<file path="config.mk">
export PLATFORM = sky130hd
export DESIGN_NAME = gpia2
export DESIGN_NICKNAME = d
export VERILOG_FILES = /design/src/rtl/gpia2_pkg.sv /design/src/rtl/gpia2_sync.sv /design/src/rtl/gpia2.sv
export SDC_FILE = /design/constraint.sdc
export NUM_CORES = 1
export LEC_CHECK = 0
export BUFFER_PORTS_ARGS = -buffer_cell sky130_fd_sc_hd__buf_2
export CAP_MARGIN = 10
export CELL_PAD_IN_SITES_DETAIL_PLACEMENT = 2
export CELL_PAD_IN_SITES_GLOBAL_PLACEMENT = 2
export CORE_UTILIZATION = 39
export CTS_BUF_LIST = sky130_fd_sc_hd__clkbuf_2
export CTS_CLUSTER_DIAMETER = 120
export DETAILED_ROUTE_END_ITERATION = 8
export GPL_ROUTABILITY_DRIVEN = 1
export HOLD_SLACK_MARGIN = 0.06
export MAX_ROUTING_LAYER = met4
export PLACE_DENSITY = 0.94
export SYNTH_ARGS = -nofsm -noshare
export SYNTH_HDL_FRONTEND = slang
export SYNTH_SLANG_ARGS = --single-unit
</file>
<file path="constraint.sdc">
create_clock -name CLK_I -period 3.75 [get_ports CLK_I]
set_input_delay 0.5625 -clock CLK_I [delete_from_list [all_inputs] [get_ports CLK_I]]
set_output_delay 0.5625 -clock CLK_I [all_outputs]
set_load 0.05 [all_outputs]
</file>
<file path="src/rtl/gpia2_pkg.sv">
`default_nettype none
// ============================================================================
// Module   : gpia2_pkg
// Brief    : Register map constants for the gpia2 parallel-port adapter.
// Revision : 1.0  initial release
// ============================================================================
package gpia2_pkg;

    typedef logic [2:0] gpia2_adr_t;

    localparam gpia2_adr_t GPIA2_A_IN     = 3'd0;
    localparam gpia2_adr_t GPIA2_A_OUT    = 3'd1;
    localparam gpia2_adr_t GPIA2_A_SET    = 3'd2;
    localparam gpia2_adr_t GPIA2_A_CLR    = 3'd3;
    localparam gpia2_adr_t GPIA2_A_TGL    = 3'd4;
    localparam gpia2_adr_t GPIA2_A_DIR    = 3'd5;
    localparam gpia2_adr_t GPIA2_A_EDGE   = 3'd6;
    localparam gpia2_adr_t GPIA2_A_IRQEN  = 3'd7;

    localparam int GPIA2_NUM_REGS = 8;

endpackage
`default_nettype wire

</file>
<file path="src/rtl/gpia2_sync.sv">
`default_nettype none
// ============================================================================
// Module   : gpia2_sync
// Brief    : Pin synchroniser, previous-value flop and post-reset arm counter;
//            produces the synchronised input vector and the edge-event vector.
//            GPIA2_ANY_EDGE_EN selects both-edge events instead of rising only.
// Revision : 1.0  initial release
// ============================================================================
module gpia2_sync
    import gpia2_pkg::*;
#(
    parameter int WIDTH       = 16,
    parameter int SYNC_STAGES = 2
) (
    input  logic             clk,
    input  logic             rst,
    input  logic [WIDTH-1:0] i_pins,
    output logic [WIDTH-1:0] o_in,
    output logic [WIDTH-1:0] o_event
);

    localparam int                c_CNT_W    = $clog2(SYNC_STAGES + 2);
    localparam logic [c_CNT_W-1:0] c_ARM_DONE = c_CNT_W'(SYNC_STAGES + 1);

    logic [SYNC_STAGES-1:0][WIDTH-1:0] r_sync;
    logic [WIDTH-1:0]                  r_prev;
    logic [c_CNT_W-1:0]                r_arm_cnt;
    logic [WIDTH-1:0]                  w_in;
    logic [WIDTH-1:0]                  w_change;
    logic                              w_armed;

    always_ff @(posedge clk) begin
        if (rst) begin
            r_sync    <= '0;
            r_prev    <= '0;
            r_arm_cnt <= '0;
        end else begin
            r_sync <= {r_sync[SYNC_STAGES-2:0], i_pins};
            r_prev <= w_in;
            if (!w_armed)
                r_arm_cnt <= r_arm_cnt + c_CNT_W'(1);
        end
    end

    assign w_in    = r_sync[SYNC_STAGES-1];
    // Until the chain and prev flop have both filled, IN vs prev is meaningless.
    assign w_armed = (r_arm_cnt == c_ARM_DONE);

`ifdef GPIA2_ANY_EDGE_EN
    assign w_change = w_in ^ r_prev;
`else
    assign w_change = w_in & ~r_prev;
`endif

    assign o_in    = w_in;
    assign o_event = w_armed ? w_change : '0;

endmodule
`default_nettype wire

</file>
<file path="src/rtl/gpia2.sv">
`default_nettype none
// ============================================================================
// Module   : gpia2
// Brief    : Wishbone B3 slave with a WIDTH-bit parallel port: direction
//            control, set/clear/toggle writes, edge-latched interrupts.
//            Optional macro GPIA2_ANY_EDGE_EN latches both pin edges.
// Revision : 1.0  initial release
// ============================================================================
module gpia2
    import gpia2_pkg::*;
#(
    parameter int WIDTH       = 16,
    parameter int SYNC_STAGES = 2
) (
    input  logic             CLK_I,
    input  logic             RST_I,
    input  logic [2:0]       ADR_I,
    input  logic             WE_I,
    input  logic             CYC_I,
    input  logic             STB_I,
    input  logic [WIDTH-1:0] DAT_I,
    output logic [WIDTH-1:0] DAT_O,
    output logic             ACK_O,
    input  logic [WIDTH-1:0] PORT_I,
    output logic [WIDTH-1:0] PORT_O,
    output logic [WIDTH-1:0] PORT_OE_O,
    output logic             INT_O
);

    logic [WIDTH-1:0] r_out;
    logic [WIDTH-1:0] r_dir;
    logic [WIDTH-1:0] r_edge;
    logic [WIDTH-1:0] r_irqen;
    logic [WIDTH-1:0] r_dat;
    logic             r_ack;
    logic             r_int;

    logic [WIDTH-1:0] w_in;
    logic [WIDTH-1:0] w_event;
    logic [WIDTH-1:0] w_w1c;
    logic [WIDTH-1:0] w_rdata;
    logic             w_accept;
    logic             w_wr;

    gpia2_sync #(
        .WIDTH       (WIDTH),
        .SYNC_STAGES (SYNC_STAGES)
    ) u_sync (
        .clk     (CLK_I),
        .rst     (RST_I),
        .i_pins  (PORT_I),
        .o_in    (w_in),
        .o_event (w_event)
    );

    // A transfer is taken only in the cycle before ACK rises: one wait state.
    assign w_accept = CYC_I & STB_I & ~r_ack;
    assign w_wr     = w_accept & WE_I;
    assign w_w1c    = (w_wr && (ADR_I == GPIA2_A_EDGE)) ? DAT_I : '0;

    always_comb begin
        w_rdata = '0;
        case (ADR_I)
            GPIA2_A_IN:    w_rdata = w_in;
            GPIA2_A_OUT,
            GPIA2_A_SET,
            GPIA2_A_CLR,
            GPIA2_A_TGL:   w_rdata = r_out;
            GPIA2_A_DIR:   w_rdata = r_dir;
            GPIA2_A_EDGE:  w_rdata = r_edge;
            GPIA2_A_IRQEN: w_rdata = r_irqen;
            default:       w_rdata = '0;
        endcase
    end

    always_ff @(posedge CLK_I) begin
        if (RST_I) begin
            r_out   <= '0;
            r_dir   <= '0;
            r_edge  <= '0;
            r_irqen <= '0;
            r_dat   <= '0;
            r_ack   <= 1'b0;
            r_int   <= 1'b0;
        end else begin
            r_ack <= CYC_I & STB_I & ~r_ack;
            if (w_accept)
                r_dat <= w_rdata;
            if (w_wr) begin
                case (ADR_I)
                    GPIA2_A_OUT:   r_out   <= DAT_I;
                    GPIA2_A_SET:   r_out   <= r_out | DAT_I;
                    GPIA2_A_CLR:   r_out   <= r_out & ~DAT_I;
                    GPIA2_A_TGL:   r_out   <= r_out ^ DAT_I;
                    GPIA2_A_DIR:   r_dir   <= DAT_I;
                    GPIA2_A_IRQEN: r_irqen <= DAT_I;
                    default:       ;
                endcase
            end
            // New events override a simultaneous clear so no edge is lost.
            r_edge <= (r_edge & ~w_w1c) | w_event;
            r_int  <= |(r_edge & r_irqen);
        end
    end

    assign DAT_O     = r_dat;
    assign ACK_O     = r_ack;
    assign PORT_O    = r_out;
    assign PORT_OE_O = r_dir;
    assign INT_O     = r_int;

endmodule
`default_nettype wire

</file>
== Word level (Yosys, flattened, before mapping) ==
Index checks and enable logic that the tools add are counted.

* Bits in registers: 132
* Input port bits: 40
* Output and inout port bits: 50

* Add/subtract/negate cells: 1
* Eq/ne operators: 8
* Mux-type cells: 4
* Bitwise gates (word level): 14
* Reduce and logical (&&, ||, !) cells: 8

{| class="wikitable"
|+ Operators with widths
! operator !! number
|-
| $pmux 16 s5 || 1
|-
| $and 16x16->16 || 4
|-
| $pmux 16 s4 || 1
|-
| $not 16->16 || 3
|-
| $mux 16 || 2
|-
| $or 16x16->16 || 2
|-
| $reduce_or 16->1 || 1
|-
| $xor 16x16->16 || 1
|-
| $eq 3x3->1 const B || 4
|-
| $eq 3x2->1 const B || 2
|-
| $reduce_and 2->1 || 3
|-
| $reduce_bool 4->1 || 1
|-
| $reduce_or 4->1 || 1
|-
| $and 1x1->1 || 3
|-
| $eq 3x1->1 const B || 1
|-
| $logic_not 3->1 || 1
|-
| $add 2x1->2 const B || 1
|-
| $eq 2x2->1 const B || 1
|-
| $logic_and 1x1->1 || 1
|-
| $not 1->1 || 1
|}

== Longest topological paths before layout ==
* Depth after elaboration: 8
* Mapped depth: 8
* Depth with buffers taken out: 6

== By module ==
Synthesis repeated with hierarchy kept, for this count alone.

* Cell total of the unflattened synthesis: 694
* Area, all modules: 6,165.9 um^2

{| class="wikitable"
|+ Modules (own cells, without submodules)
! module !! instances !! cells each !! area an instance (um^2) !! seq. area each (um^2)
|-
| gpia2 || 1 || 551 || 4,510.6 || 1,641.6
|-
| gpia2_sync || 1 || 143 || 1,655.3 || 1,001.0
|}

== Worst setup path before layout ==
No wires, ideal clock.

* Path kind: input -> register
* From: input ADR_I[0]
* To: register r_dat[6] (netlist: DAT_O[6])
* Data arrival time: 1.722 ns
* Path slack: 1.893 ns
* Stages: 6
* Cell sequence: buf_6 -> buf_2 -> mux2_2 -> a22o_1 -> a221oi_1 -> nor4_2

* Word-level cells in the longest chain between the ends: 3
* Elaborated cells on any way between the ends: 10
* Those cells by class: 7 x eq/ne; 1 x mux; 2 x reduce/logical

{| class="wikitable"
|+ RTL lines
! element !! RTL line !! source
|-
| from (decl) || gpia2.sv:17 || <nowiki>input logic [2:0] ADR_I,</nowiki>
|-
| $eq 3x3->1, or another cell as far along || gpia2.sv:63 || <nowiki>case (ADR_I)</nowiki>
|-
| $reduce_or 4->1 || gpia2.sv:63 ||
|-
| $pmux 16 s5 * || gpia2.sv:63 ||
|-
| to (signal assigned) || gpia2.sv:88 || <nowiki>r_dat <= w_rdata;</nowiki>
|-
| to (decl) || gpia2.sv:34 || <nowiki>logic [WIDTH-1:0] r_dat;</nowiki>
|}

Mark *: on every way between the ends. The rest lies on a longest branch, timed or not.
A chain may end at the register's enable or synchronous reset.

== Worst setup path in the final report ==
* From: register r_out[10] (netlist: PORT_O[10])
* To: output PORT_O[10]

{| class="wikitable"
|+ RTL lines
! element !! RTL line !! source
|-
| from (decl) || gpia2.sv:30 || <nowiki>logic [WIDTH-1:0] r_out;</nowiki>
|-
| from (signal assigned) || gpia2.sv:92 || <nowiki>GPIA2_A_SET: r_out <= r_out | DAT_I;</nowiki>
|-
| from (signal assigned) || gpia2.sv:93 || <nowiki>GPIA2_A_CLR: r_out <= r_out & ~DAT_I;</nowiki>
|-
| from (signal assigned) || gpia2.sv:94 || <nowiki>GPIA2_A_TGL: r_out <= r_out ^ DAT_I;</nowiki>
|-
| to (decl) || gpia2.sv:25 || <nowiki>output logic [WIDTH-1:0] PORT_O,</nowiki>
|}

No word-level cell between the ends.

==> PnR_summary.wiki <==
{| class="wikitable"
! Metric !! Value
|-
| Least-Margin Pin Slew || 1.10 ns
|-
| Clk_lat worst skew || 0.70 ns
|-
| Root cell of the clock tree || clkbuf_2
|-
| Leakage power total || 2.87 nW
|-
| Worst relative slew slack || 0.264
|-
| Final instance area || 6960 um2
|-
| Effective utilization at floorplan || 0.399
|-
| DIE WIDTH || 127 um
|-
| Number of setup buffers added after CTS || 0
|-
| Area taken by flip-flops and latches || 2640 um2
|-
| Cell internal pwr || 2.01 mW
|-
| Cell family with the largest share of critical-path delay || flip-flops
|-
| Number of remaining DRC errors || 0
|-
| Count of TritonRoute iterations in the first routing pass || 4
|-
| Post-cts gate resize count || 0
|-
| Count of max-cap constraint violations || 0
|-
| Element type at the critical path end || output pin
|-
| Combinational Power Share || 0.132
|-
| Net switching power || 0.848 mW
|-
| Pin count of the biggest net entering global routing || 103
|-
| Total GRT Usage || 0.263
|-
| Sum of overflow across all layers after global routing || 0
|-
| Hold Violations, Final || 0
|-
| Antenna diodes || 0
|-
| Row Count || 45
|-
| IO Port Bufs || 89
|-
| CP Buf/Inv Count || 1
|-
| Cell Chain, Critical Path || buf_2
|-
| Clock power share || 0.345
|-
| Syn Nets || 733
|-
| Area inside the core boundary || 15200 um2
|-
| Outcome || finished, final reports clean
|-
| Hold-fix buffers, CTS || 14
|-
| Antenna violations before repair || 0
|-
| Largest fanout of any net on the critical path || 5
|-
| Final Net Count || 817
|-
| Setup TNS || 0 ns
|-
| Main synth FF type || dfxtp_1
|-
| Post-route total power || 2.85 mW
|-
| CTS H-Tree Depth || 4
|-
| Number of distinct standard cells referenced by the synthesized netlist || 40
|-
| Synth Warn # || 0
|-
| Final count of pins violating max slew || 0
|-
| Clock skew after layout || 0.0289 ns
|-
| Number of DRC violations after detailed-routing iteration 0 || 322
|-
| Data arrival time at the worst-slack endpoint || 1.51 ns
|-
| Required time of the critical path || 3.19 ns
|-
| Net Sw Frac || 0.297
|-
| Number of synthesized flops with an enable pin || 0
|-
| Synthesis-to-layout area growth || 14.8%
|-
| Sequential-to-total area share from yosys stat || 0.436
|-
| Count of nets left with antenna violations after detail routing || 0
|-
| Shortest period the worst path allows || 2.07 ns
|-
| Setup crit start kind || flop
|-
| Placed wire-length estimate after detailed placement || 13900 um
|-
| Peak ir drop on the vdd network || 0.000244 V
|-
| Count of vias placed by the detailed router || 5263
|-
| Cell with the largest stage delay on the worst path || dfxtp_1
|-
| Total cell area at the placement stage || 6540 um2
|-
| Vertical die dimension || 127 um
|-
| Via count of the first global-routing pass || 5761
|-
| Final worst path period share || 0.553
|-
| Filler cell count || 1650
|-
| Synthesized area || 6070 um2
|-
| Final Wtd Congestion || 0.831
|-
| Path type of the worst min-delay path || in -> reg
|-
| Global-route wire length before repair || 31400 um
|-
| Crit-path max cell delay || 0.49 ns
|-
| Vias per cell || 5.57
|-
| Peak Freq || 0.482 GHz
|-
| Pwr Density || 410 nW/um2
|-
| Cts bufs inserted || 17
|-
| Fraction of layout instances using a drive strength above 1 || 0.198
|-
| Synthesized instance count || 660
|-
| Classification of the worst setup path || reg -> out
|-
| Area of the die || 16100 um2
|-
| Detail-routed net length per standard cell || 20.8 um
|-
| Unrepaired setup endpoints after global routing || false
|-
| Total of flip-flops plus latches after synthesis || 132
|-
| # IOs || 90
|-
| Synth async-reset ratio || 0
|-
| Area used by multi-input combinational logic || 2980 um2
|-
| Num Clock Sinks || 132
|-
| Number of buffers between clock root and the deepest sink || 2
|-
| Mean instance size in the synthesized netlist || 9.19 um2
|-
| CTS tree || built
|-
| Proportion of power drawn by flip-flops and latches || 0.523
|-
| Total wirelength of the detailed-routed design || 19700 um
|-
| Count of final setup violators || 0
|-
| FF-to-FF setup slack || 1.69 ns
|-
| Clock edge transition at the registers on the reported setup and hold paths || 0.22 ns
|}
-- final timing paths --
kind,to,from,cells past startpoint
hold / removal,u_sync.r_sync[0],PORT_I[0],2
setup reg to reg,DAT_O[6],ACK_O,5
setup / recovery,PORT_O[10],PORT_O[10],1
hold reg to reg,u_sync.o_in[13],u_sync.r_sync[13],1
-- layer usage --
metal / vias up / wire length [um] / GRT usage
li1: 2457 / - / -
met1: 2636 / 8810 / 0.322
met2: 144 / 9790 / 0.439
met3: 26 / 731 / 0.0426
met4: 0 / 361 / 0.0917
met5: - / 0 / -
-- worst reg2reg max path, delay by kind of cell, from the launching register on --
| family | cells | cell delay [ns] |
|---|---|---|
| AO/OA/AOI/OAI | 1 | 0.67 |
| buffers and inverters | 1 | 0.26 |
| flip-flops | 1 | 0.35 |
| AND/OR/NAND/NOR | 3 | 0.66 |
-- final cells by class --
class / instances / share of cell area
clock buffer: 17 / 0.0122
multi-input combinational: 435 / 0.428
inverter: 46 / 0.0248
clock inverter: 15 / 0.0270
sequential: 132 / 0.380
tap: 188 / 0.0338
timing repair buffer: 112 / 0.0945
-- cell usage in the layout (no fill, tap or decap), drive strengths merged, types with 16 or more instances in the layout --
master	synthesis	routed
a21oi	16	16
a221oi	19	19
a22o	19	19
a22oi	18	18
a311oi	16	16
buf	28	97
clkbuf	19	17
dfxtp	132	132
ha	33	33
inv	46	47
mux2	16	16
mux2i	17	17
nand2	66	66
nor2	72	72
nor2b	50	50
nor4	16	16
o21ai	17	17
-- registers in the layout (all words and copies together) (netlist names) --
register and count:
DAT_O 16, r_edge 16, u_sync.r_arm_cnt 2, r_irqen 16, u_sync.r_sync 16, u_sync.r_prev 16, PORT_O 16, INT_O 1
ACK_O 1, u_sync.o_in 16, PORT_OE_O 16
-- power by group through the flow --
| stage | Sequential (mW) | Clock [mW] | Combinational, mW |
|---|---|---|---|
| floorplan | 1.57 | 0 | 0.185 |
| global placement | 1.51 | 0 | 0.337 |
| detailed placement | 1.52 | 0 | 0.363 |
| CTS | 1.49 | 1.01 | 0.378 |
| global route | 1.50 | 1.07 | 0.409 |
| finish | 1.49 | 0.985 | 0.377 |
-- kinds of logic after synthesis --
group                    Yosys count  share of synthesized area
AND/OR/NAND/NOR                  232                      0.199
multiplexers                      33                     0.0578
buffers and inverters             93                     0.0730
AO/OA/AOI/OAI                    136                      0.165
XOR/XNOR                           1                    0.00144
flip-flops                       132                      0.436
adder cells (fa/ha/maj)           33                     0.0681
-- synthesized netlist by cell type, types with 15 or more instances --
| cell | count | share of area |
|---|---|---|
| dfxtp_1 | 132 | 0.44 |
| nor2_1 | 71 | 0.044 |
| nand2_1 | 66 | 0.041 |
| nor2b_1 | 50 | 0.052 |
| inv_1 | 46 | 0.028 |
| ha_1 | 33 | 0.068 |
| a221oi_1 | 19 | 0.027 |
| a22o_1 | 19 | 0.027 |
| a22oi_1 | 18 | 0.022 |
| clkbuf_1 | 18 | 0.011 |
| mux2i_1 | 17 | 0.028 |
| a21oi_1 | 16 | 0.013 |
| a311oi_1 | 16 | 0.023 |
| mux2_2 | 16 | 0.030 |
| o21ai_0 | 16 | 0.013 |
| a31oi_1 | 15 | 0.015 |
| nand3b_1 | 15 | 0.019 |
-- per-stage QoR --
| stage | setup WS (ns) | hold WS [ns] | std cells | utilization |
|---|---|---|---|---|
| 2_1_floorplan | 1.89 | 0.414 | 660 | - |
| 3_3_place_gp | 1.20 | 0.419 | 898 | 0.430 |
| 3_5_place_dp | 1.04 | 0.427 | 898 | 0.430 |
| 4_1_cts | 1.61 | 0.0643 | 944 | 0.457 |
| 5_1_grt | 1.57 | 0.0616 | 945 | 0.458 |
| 6_report | 1.68 | 0.122 | 945 | 0.458 |
Power figures use the tool's default switching activity.
